## src/rtl/pred_pkg.sv

```systemverilog
// Shared definitions for the intra-prediction mode selector: default geometry,
// source index constants, FSM state type and the flat sample-offset helper.
package pred_pkg;

  localparam int DEF_BLK  = 4;
  localparam int DEF_BW   = 8;
  localparam int DEF_NSRC = 3;

  localparam int SRC_DC     = 0;
  localparam int SRC_PLANAR = 1;
  localparam int SRC_ANG    = 2;

  typedef enum logic {
    IDLE   = 1'b0,
    STREAM = 1'b1
  } state_e;

  // Bit offset of sample (s,r,c) inside the flat candidate bus.
  function automatic int sample_off(input int s, input int r, input int c,
                                    input int blk, input int bw);
    return ((s * blk + r) * blk + c) * bw;
  endfunction

endpackage

```

## src/rtl/pred_blk_buf.sv

```systemverilog
// Block buffer: BLK rows of BLK*BW bits, written as a whole block in one cycle
// and read one row at a time through a row-indexed mux.
module pred_blk_buf
  import pred_pkg::*;
#(
  parameter int BLK = DEF_BLK,
  parameter int BW  = DEF_BW,
  parameter int RIW = (BLK > 1) ? $clog2(BLK) : 1
) (
  input  logic                   clk,
  input  logic                   wr_en,
  input  logic [BLK*BLK*BW-1:0]  wr_blk,
  input  logic [RIW-1:0]         rd_row,
  output logic [BLK*BW-1:0]      rd_data
);

  localparam int ROW_W = BLK * BW;

  logic [ROW_W-1:0] rows_q [BLK];
  logic [ROW_W-1:0] rows_d [BLK];

  always_comb begin
    for (int r = 0; r < BLK; r++) begin
      rows_d[r] = wr_en ? wr_blk[r*ROW_W +: ROW_W] : rows_q[r];
    end
  end

  // NOTE: the sample storage has no reset on purpose; its contents are only
  // observed after a capture, so resetting it would just add reset fan-out.
  always_ff @(posedge clk) begin
    for (int r = 0; r < BLK; r++) begin
      rows_q[r] <= rows_d[r];
    end
  end

  assign rd_data = rows_q[rd_row];

endmodule

```

## src/rtl/pred_mode_sel_stream.sv

```systemverilog
// Captures the MODE_SEL-chosen candidate block and streams it out row by row
// under valid/ready. Optional OUT_MODE tag port: define PRED_MODE_TAG_EN.
module pred_mode_sel_stream
  import pred_pkg::*;
#(
  parameter int  BLK  = DEF_BLK,
  parameter int  BW   = DEF_BW,
  parameter int  NSRC = DEF_NSRC,
  localparam int SELW = (NSRC > 1) ? $clog2(NSRC) : 1,
  localparam int RIW  = (BLK > 1) ? $clog2(BLK) : 1
) (
  input  logic                       CLK_LOW,
  input  logic                       RST_N,
  input  logic                       IN_VALID,
  output logic                       IN_READY,
  input  logic [SELW-1:0]            MODE_SEL,
  input  logic [NSRC*BLK*BLK*BW-1:0] PRED_IN,
  output logic                       OUT_VALID,
  input  logic                       OUT_READY,
  output logic [BLK*BW-1:0]          OUT_ROW,
  output logic [RIW-1:0]             OUT_ROW_IDX,
  output logic                       OUT_LAST,
`ifdef PRED_MODE_TAG_EN
  output logic [SELW-1:0]            OUT_MODE,
`endif
  output logic                       ERR_SEL
);

  localparam int              ROW_W    = BLK * BW;
  localparam int              BLK_W    = BLK * ROW_W;
  localparam logic [RIW-1:0]  ROW_LAST = RIW'(BLK - 1);

  state_e           state_q, state_d;
  logic [RIW-1:0]   row_q, row_d;
  logic             last_q, last_d;
  logic             valid_q, valid_d;
  logic             err_q, err_d;
  logic             in_ready;
  logic             accept;
  logic             sel_ok;
  logic [BLK_W-1:0] cand_blk;

  assign sel_ok   = int'(MODE_SEL) < NSRC;
  assign in_ready = (state_q == IDLE) || (last_q && OUT_READY);
  assign accept   = IN_VALID && in_ready;

  // Out-of-range selections fall back to the DC source.
  always_comb begin
    cand_blk = PRED_IN[sample_off(SRC_DC, 0, 0, BLK, BW) +: BLK_W];
    for (int s = 1; s < NSRC; s++) begin
      if (int'(MODE_SEL) == s) begin
        cand_blk = PRED_IN[sample_off(s, 0, 0, BLK, BW) +: BLK_W];
      end
    end
  end

  // NOTE: every signal gets its hold value first so no path leaves it
  // unassigned, which would otherwise infer a latch.
  always_comb begin
    state_d = state_q;
    row_d   = row_q;
    last_d  = last_q;
    valid_d = valid_q;
    err_d   = err_q;

    case (state_q)
      IDLE: begin
        if (IN_VALID) begin
          state_d = STREAM;
          row_d   = '0;
          last_d  = (BLK == 1);
          valid_d = 1'b1;
        end
      end
      STREAM: begin
        if (OUT_READY) begin
          if (!last_q) begin
            row_d  = row_q + RIW'(1);
            last_d = (row_q + RIW'(1)) == ROW_LAST;
          end else if (IN_VALID) begin
            row_d  = '0;
            last_d = (BLK == 1);
          end else begin
            state_d = IDLE;
            row_d   = '0;
            last_d  = 1'b0;
            valid_d = 1'b0;
          end
        end
      end
      default: begin
        state_d = IDLE;
        row_d   = '0;
        last_d  = 1'b0;
        valid_d = 1'b0;
      end
    endcase

    if (accept && !sel_ok) begin
      err_d = 1'b1;
    end
  end

  // NOTE: state registers use non-blocking assignments so every flop samples
  // the pre-edge values regardless of statement order.
  always_ff @(posedge CLK_LOW or negedge RST_N) begin
    if (!RST_N) begin
      state_q <= IDLE;
      row_q   <= '0;
      last_q  <= 1'b0;
      valid_q <= 1'b0;
      err_q   <= 1'b0;
    end else begin
      state_q <= state_d;
      row_q   <= row_d;
      last_q  <= last_d;
      valid_q <= valid_d;
      err_q   <= err_d;
    end
  end

`ifdef PRED_MODE_TAG_EN
  logic [SELW-1:0] mode_q, mode_d;

  always_comb begin
    mode_d = mode_q;
    if (accept) begin
      mode_d = sel_ok ? MODE_SEL : '0;
    end
  end

  always_ff @(posedge CLK_LOW or negedge RST_N) begin
    if (!RST_N) begin
      mode_q <= '0;
    end else begin
      mode_q <= mode_d;
    end
  end

  assign OUT_MODE = mode_q;
`endif

  pred_blk_buf #(
    .BLK (BLK),
    .BW  (BW),
    .RIW (RIW)
  ) u_buf (
    .clk     (CLK_LOW),
    .wr_en   (accept),
    .wr_blk  (cand_blk),
    .rd_row  (row_q),
    .rd_data (OUT_ROW)
  );

  assign IN_READY    = in_ready;
  assign OUT_VALID   = valid_q;
  assign OUT_ROW_IDX = row_q;
  assign OUT_LAST    = last_q;
  assign ERR_SEL     = err_q;

endmodule

```

## config.mk

```make
export PLATFORM = sky130hd
export DESIGN_NAME = pred_mode_sel_stream
export DESIGN_NICKNAME = d
export VERILOG_FILES = /design/src/rtl/pred_pkg.sv /design/src/rtl/pred_blk_buf.sv /design/src/rtl/pred_mode_sel_stream.sv
export SDC_FILE = /design/constraint.sdc
export NUM_CORES = 1
export LEC_CHECK = 0
export CORE_MARGIN = 3
export CORE_UTILIZATION = 32
export DETAILED_ROUTE_END_ITERATION = 8
export MAX_ROUTING_LAYER = met4
export PLACE_DENSITY = 0.68
export SLEW_MARGIN = 40
export SYNTH_ARGS = -nofsm -noshare
export SYNTH_HDL_FRONTEND = slang
export SYNTH_SLANG_ARGS = --single-unit
```

## constraint.sdc

```tcl
create_clock -name CLK_LOW -period 6.5 [get_ports CLK_LOW]
set_input_delay 0.975 -clock CLK_LOW [delete_from_list [all_inputs] [get_ports CLK_LOW]]
set_output_delay 0.975 -clock CLK_LOW [all_outputs]
set_load 0.02 [all_outputs]
```

# Word level (Yosys, flattened, before mapping)
# Memories as Yosys holds them, arrays and structs flattened.
# Index checks and enable logic that the tools add are counted.
[totals]
inputBits = 390
rom_bits = 0
out_inout_bits = 38
mem_count = 1
ram_bits = 128
elab_cells = 47
regBits = 6
latch_bits = 0
[op_classes]
multipliers = 0
mux = 23
bitwise_logic = 1
n_eq_ne = 8
n_lt_le_gt_ge = 1
add_sub_neg = 1
reduce_logical = 7
shift = 0
div = 0
[mem_list]
columns = ["name", "depth", "width", "rd", "rd_ports_with_merged_regs", "wr", "line_no", "text"]
rows = [
  ["u_buf.rows_q", 4, 32, 1, 0, 4, "pred_blk_buf.sv:19", "logic [ROW_W-1:0] rows_q [BLK];"],
]
[ops]
columns = ["op", "count"]
rows = [
  ["2-to-1 mux 128 bit", 2],
  ["2-to-1 mux 32 bit", 4],
  ["2-to-1 mux 1 bit", 10],
  ["== test 2 bit, second input constant", 3],
  ["2-to-1 mux 2 bit", 3],
  ["!= test 2 bit, second input constant", 3],
  ["case mux 1 bit (2 select lines)", 3],
  ["case mux 2 bit (2 select lines)", 1],
  ["AND reduction 4 bit", 1],
  ["logical AND 1 bit", 3],
  ["adder 2 x 1 -> 2 bit, second input constant", 1],
  ["less-than comparator 2 bit, second input constant", 1],
  ["!= test 2 x 1 -> 1 bit, second input constant", 1],
  ["AND reduction 2 bit", 1],
  ["logical NOT 1 bit", 1],
  ["logical OR 1 bit", 1],
  ["!= test 1 bit, second input constant", 1],
  ["inverter 1 bit", 1],
]

# Longest topological paths before layout
[depth]
depth_word = 5
depth_mapped = 6
ltp_nobuf = 4

# Modules after synthesis
# A second synthesis with hierarchy kept.
[unflattened]
hier_cells = 778
area_unflattened_um2 = 9095.0
[modules_own_cells]
columns = ["module", "cells_each", "area_per_inst_um2", "n_inst", "seq_area_each_um2"]
rows = [
  ["pred_blk_buf", 167, 4658.2, 1, 3843.7],
  ["pred_mode_sel_stream", 611, 4436.8, 1, 150.1],
]

# Worst setup path after synthesis
# OpenSTA, ideal clock, no wires.
[synth_timing]
path_kind = "input port to flip-flop"
start = "input port OUT_READY"
end = "register err_q (netlist: ERR_SEL)"
path_slack_ns = -0.922
t_arrival_ns = 7.332
path_buffers = 0
stages = 3
path_cell_list = "a21boi_0 -> nor2b_1 -> a31o_2"
[synth_between]
elab_chain_cells = 4
[synth_rtl]
columns = ["element", "line_no", "text"]
rows = [
  ["start: declaration", "pred_mode_sel_stream.sv:19", "input logic OUT_READY,"],
  ["logical AND 1 bit", "pred_mode_sel_stream.sv:44", "assign in_ready = (state_q == IDLE) || (last_q && OUT_READY);"],
  ["logical OR 1 bit", "pred_mode_sel_stream.sv:44", ""],
  ["logical AND 1 bit", "pred_mode_sel_stream.sv:45", "assign accept = IN_VALID && in_ready;"],
  ["via accept", "pred_mode_sel_stream.sv:39", "logic accept;"],
  ["logical AND 1 bit", "pred_mode_sel_stream.sv:99", "if (accept && !sel_ok) begin"],
  ["end signal: assignment", "pred_mode_sel_stream.sv:118", "err_q <= err_d;"],
  ["end: declaration", "pred_mode_sel_stream.sv:37", "logic err_q, err_d;"],
]
# The timed path passes the listed nets, and every way through them passes these cells.
# A chain may end at the register's enable or synchronous reset.

# Worst setup path in the final report
[layout_timing]
start = "register row_q[0] (netlist: OUT_ROW_IDX[0])"
end = "output port OUT_ROW[18]"
[layout_between]
elab_chain_cells = 1
[layout_rtl]
columns = ["element", "line_no", "text"]
rows = [
  ["start: declaration", "pred_mode_sel_stream.sv:34", "logic [RIW-1:0] row_q, row_d;"],
  ["start signal: assignment", "pred_mode_sel_stream.sv:115", "row_q <= row_d;"],
  ["memory read (4 x 32 bit)", "-", ""],
  ["end: declaration", "pred_mode_sel_stream.sv:20", "output logic [BLK*BW-1:0] OUT_ROW,"],
]
# No other way between the ends.

==> results.tsv <==
stage	metric	value	unit
synthesis	share of the yosys chip area belonging to registers	44.2	%
timing	Max Slew Vio Count	0	
power_and_ir_drop	Switching Fraction	30.1	%
power_and_ir_drop	register share of total power	34.7	%
power_and_ir_drop	clock network fraction of design power	28.6	%
floorplan	IO Pins	428	
synthesis	Post-Syn Instances	778	
power_and_ir_drop	Leak	4.94	nW
timing	setup_tns	0	ns
critical_path	Critical Path Sink	OUT_ROW[18]	
finish	Area growth syn-to-layout	55.4	%
synthesis	area leader, netlist	edfxtp_1	
route	Routed WL	28500	um
synthesis	Yosys warning count	0	
critical_path	crit path kind	reg2out	
synthesis	Yosys cell types	24	
route	routed vias	7703	
route	DR vias/cell	5.01	
synthesis	synthesized flop and latch total	134	
route	Initial DRC Count	401	
global_route	vias in the first global route	7607	
timing	unrepaired setup endpoints after global routing	false	
global_route	gr ovfl total	0	
route	TritonRoute pass-1 iters	4	
floorplan	Core Footprint	27400	um^2
cts	CTS H-tree lvls	4	
critical_path	worst r2r dst	u_buf.rows_q[1][22]	
power_and_ir_drop	P per Cell Area	249	nW/um^2
cts	clock transition at the registers of the reported paths	0.06	ns
power_and_ir_drop	Internal	2.44	mW
placement	DP Wirelength	20900	um
timing	Setup violations, final	0	
synthesis	mapped cell area	9040	um^2
route	DRC	0	
placement	Cells after DPL	1503	
power_and_ir_drop	logic gate share of total power	36.6	%
floorplan	Die X	174	um
hold_path	hold crit path type	reg2reg	
route	Post-DRT Antenna Nets	0	
global_route	Total GRT Usage	18.7	%
placement	IO buf count	427	
job	maxcap violations	0	
finish	total inserted antenna cells	0	
cts	TritonCTS clock tree	yes	
finish	layout cells sized above 1	6.52	%
synthesis	Synth area leaders	edfxtp_1, mux2i_1, a211oi_1, nor2b_1, mux4_2	
floorplan	Initial Util	33.0	%
synthesis	Yosys top cell area share	42.5	%
synthesis	Syn Nets	1169	
synthesis	Post-synth top cells	a21oi_1, mux2i_1, a211oi_1, edfxtp_1, nor2b_1	
global_route	pin count of the biggest net entering global routing	174	
cts	Root Buffer	clkbuf_16	
cts	Clock Latency Late Sink	0.42	ns
timing	fmax	0.265	GHz
synthesis	Post-synth EDFFs	128	
power_and_ir_drop	total power	3.50	mW
cts	CTS Hold Bufs	0	
power_and_ir_drop	Net Sw Power	1.05	mW
power_and_ir_drop	IR drop worst, VDD	0.146	mV
finish	Layout Cells excl Fill	1537	
critical_path	cell depth of the worst flop-to-flop path	3	
timing	Slew @ Worst Pin	0.815	ns
critical_path	worst path required time	5.52	ns
cts	post-CTS sizing	0	
critical_path	Worst R2R Setup Slack	4.59	ns
synthesis	Main synth FF type	edfxtp_1	
global_route	global-route wire length before repair	43200	um
synthesis	mean post-synth cell area	11.6	um^2
floorplan	Core Rows	60	
timing	Setup Skew	0.00974	ns
placement	RePlAce Congestion	0.801	
critical_path	crit path DAT	2.79	ns
floorplan	die area	30300	um^2
critical_path	crit-path max FO	20	
cts	Setup Buffers After CTS	0	
timing	crit path time final	3.77	ns
floorplan	Die Height	174	um
timing	Hold Vio Cnt, Final	0	
critical_path	r2r startpoint	state_q	
timing	Final Cycle Share	58.0	%
critical_path	Setup crit start	OUT_ROW_IDX[0]	
run_status	status	finished, final reports clean	
route	wire per inst	18.5	um
cts	CTS Buf Count	17	
cts	TritonCTS sink count	134	
global_route	antenna violations before repair	0	
finish	layout net count	1543	
synthesis	fraction of registers with async set/reset	4.48	%
critical_path	CP Launch Type	register	
cts	clock buffer depth	2	
timing	Rel. slew slack	45.7	%
critical_path	CP endpoint kind	primary output	
-- power groups by stage --
| stage | clock [mW] | sequential, mW | combinational (mW) |
|---|---|---|---|
| after detailed placement | 0 | 1.23 | 1.29 |
| after global routing | 1.06 | 1.23 | 1.37 |
| after floorplan | 0 | 1.17 | 0.742 |
| after global placement | 0 | 1.23 | 1.28 |
| final | 1.00 | 1.21 | 1.28 |
| after CTS | 1.03 | 1.22 | 1.30 |
-- cell type report --
cell class	instances	area [um^2]
flip-flops and latches	134	4000
inverters	2	7.51
well taps	372	465
multi-input cells	563	4540
clock buffers	25	572
repair buffers	434	4430
fillers	2420	13300
clock inverters	7	52.6
-- state kept, by name, indices dropped and copies added (netlist names) --
name	cells
u_buf.rows_q	128
OUT_ROW_IDX	2
ERR_SEL	1
OUT_LAST	1
OUT_VALID	1
state_q	1
-- logic make-up after synthesis --
family                     Yosys count  synth area share (%)
DFF                                134                  44.2
adders and majority gates            1                 0.138
and+or+nand+nor                    138                  9.53
muxes                              161                  22.2
buffers and inverters               81                  5.77
AOI/OAI and AO/OA                  263                  18.2
-- worst min-delay path by stage --
stage	cells past startpoint	startpoint	to	slack, ns
2_1_floorplan	1	state_q	OUT_VALID	0.52
3_3_place_gp	1	ERR_SEL	ERR_SEL	0.50
3_5_place_dp	1	ERR_SEL	ERR_SEL	0.49
4_1_cts	1	ERR_SEL	ERR_SEL	0.51
5_1_grt	1	ERR_SEL	ERR_SEL	0.52
6_report	1	ERR_SEL	ERR_SEL	0.51
-- metrics by stage --
step,hold WS (ns),setup WS [ns],utilization [%],area [um^2]
finish,0.505,2.73,51.3,14100
global route,0.522,2.50,51.3,14100
CTS,0.507,2.61,51.1,14000
detailed placement,0.493,2.94,48.8,13400
global placement,0.499,2.97,48.8,13400
floorplan,0.524,1.57,-,9050
-- placed cells by master (no fill, tap or decap), types with 4 or more instances in the layout --
master           count
a21oi_1            129
buf_12               4
clkdlybuf4s50_1    425
and2b_1              6
clkbuf_16           22
mux2i_1            129
dfrtp_1              4
a211oi_1           128
o21ai_0              4
nor2b_1            123
edfxtp_1           128
mux4_2              32
-- critical path, stage by stage (launching register included) --
cell,delay (ns)
dfrtp_2,0.73
buf_4,0.50
mux4_2,0.55
clkdlybuf4s50_1,0.58
-- layer usage --
metal	wire length, um	vias up	GRT usage, %
met5	0	-	-
met4	424	0	4.49
met3	2020	25	5.33
met2	14500	268	32.4
met1	11500	3605	21.5
li1	-	3805	-
Note: power is estimated with default switching activity, not from simulation.
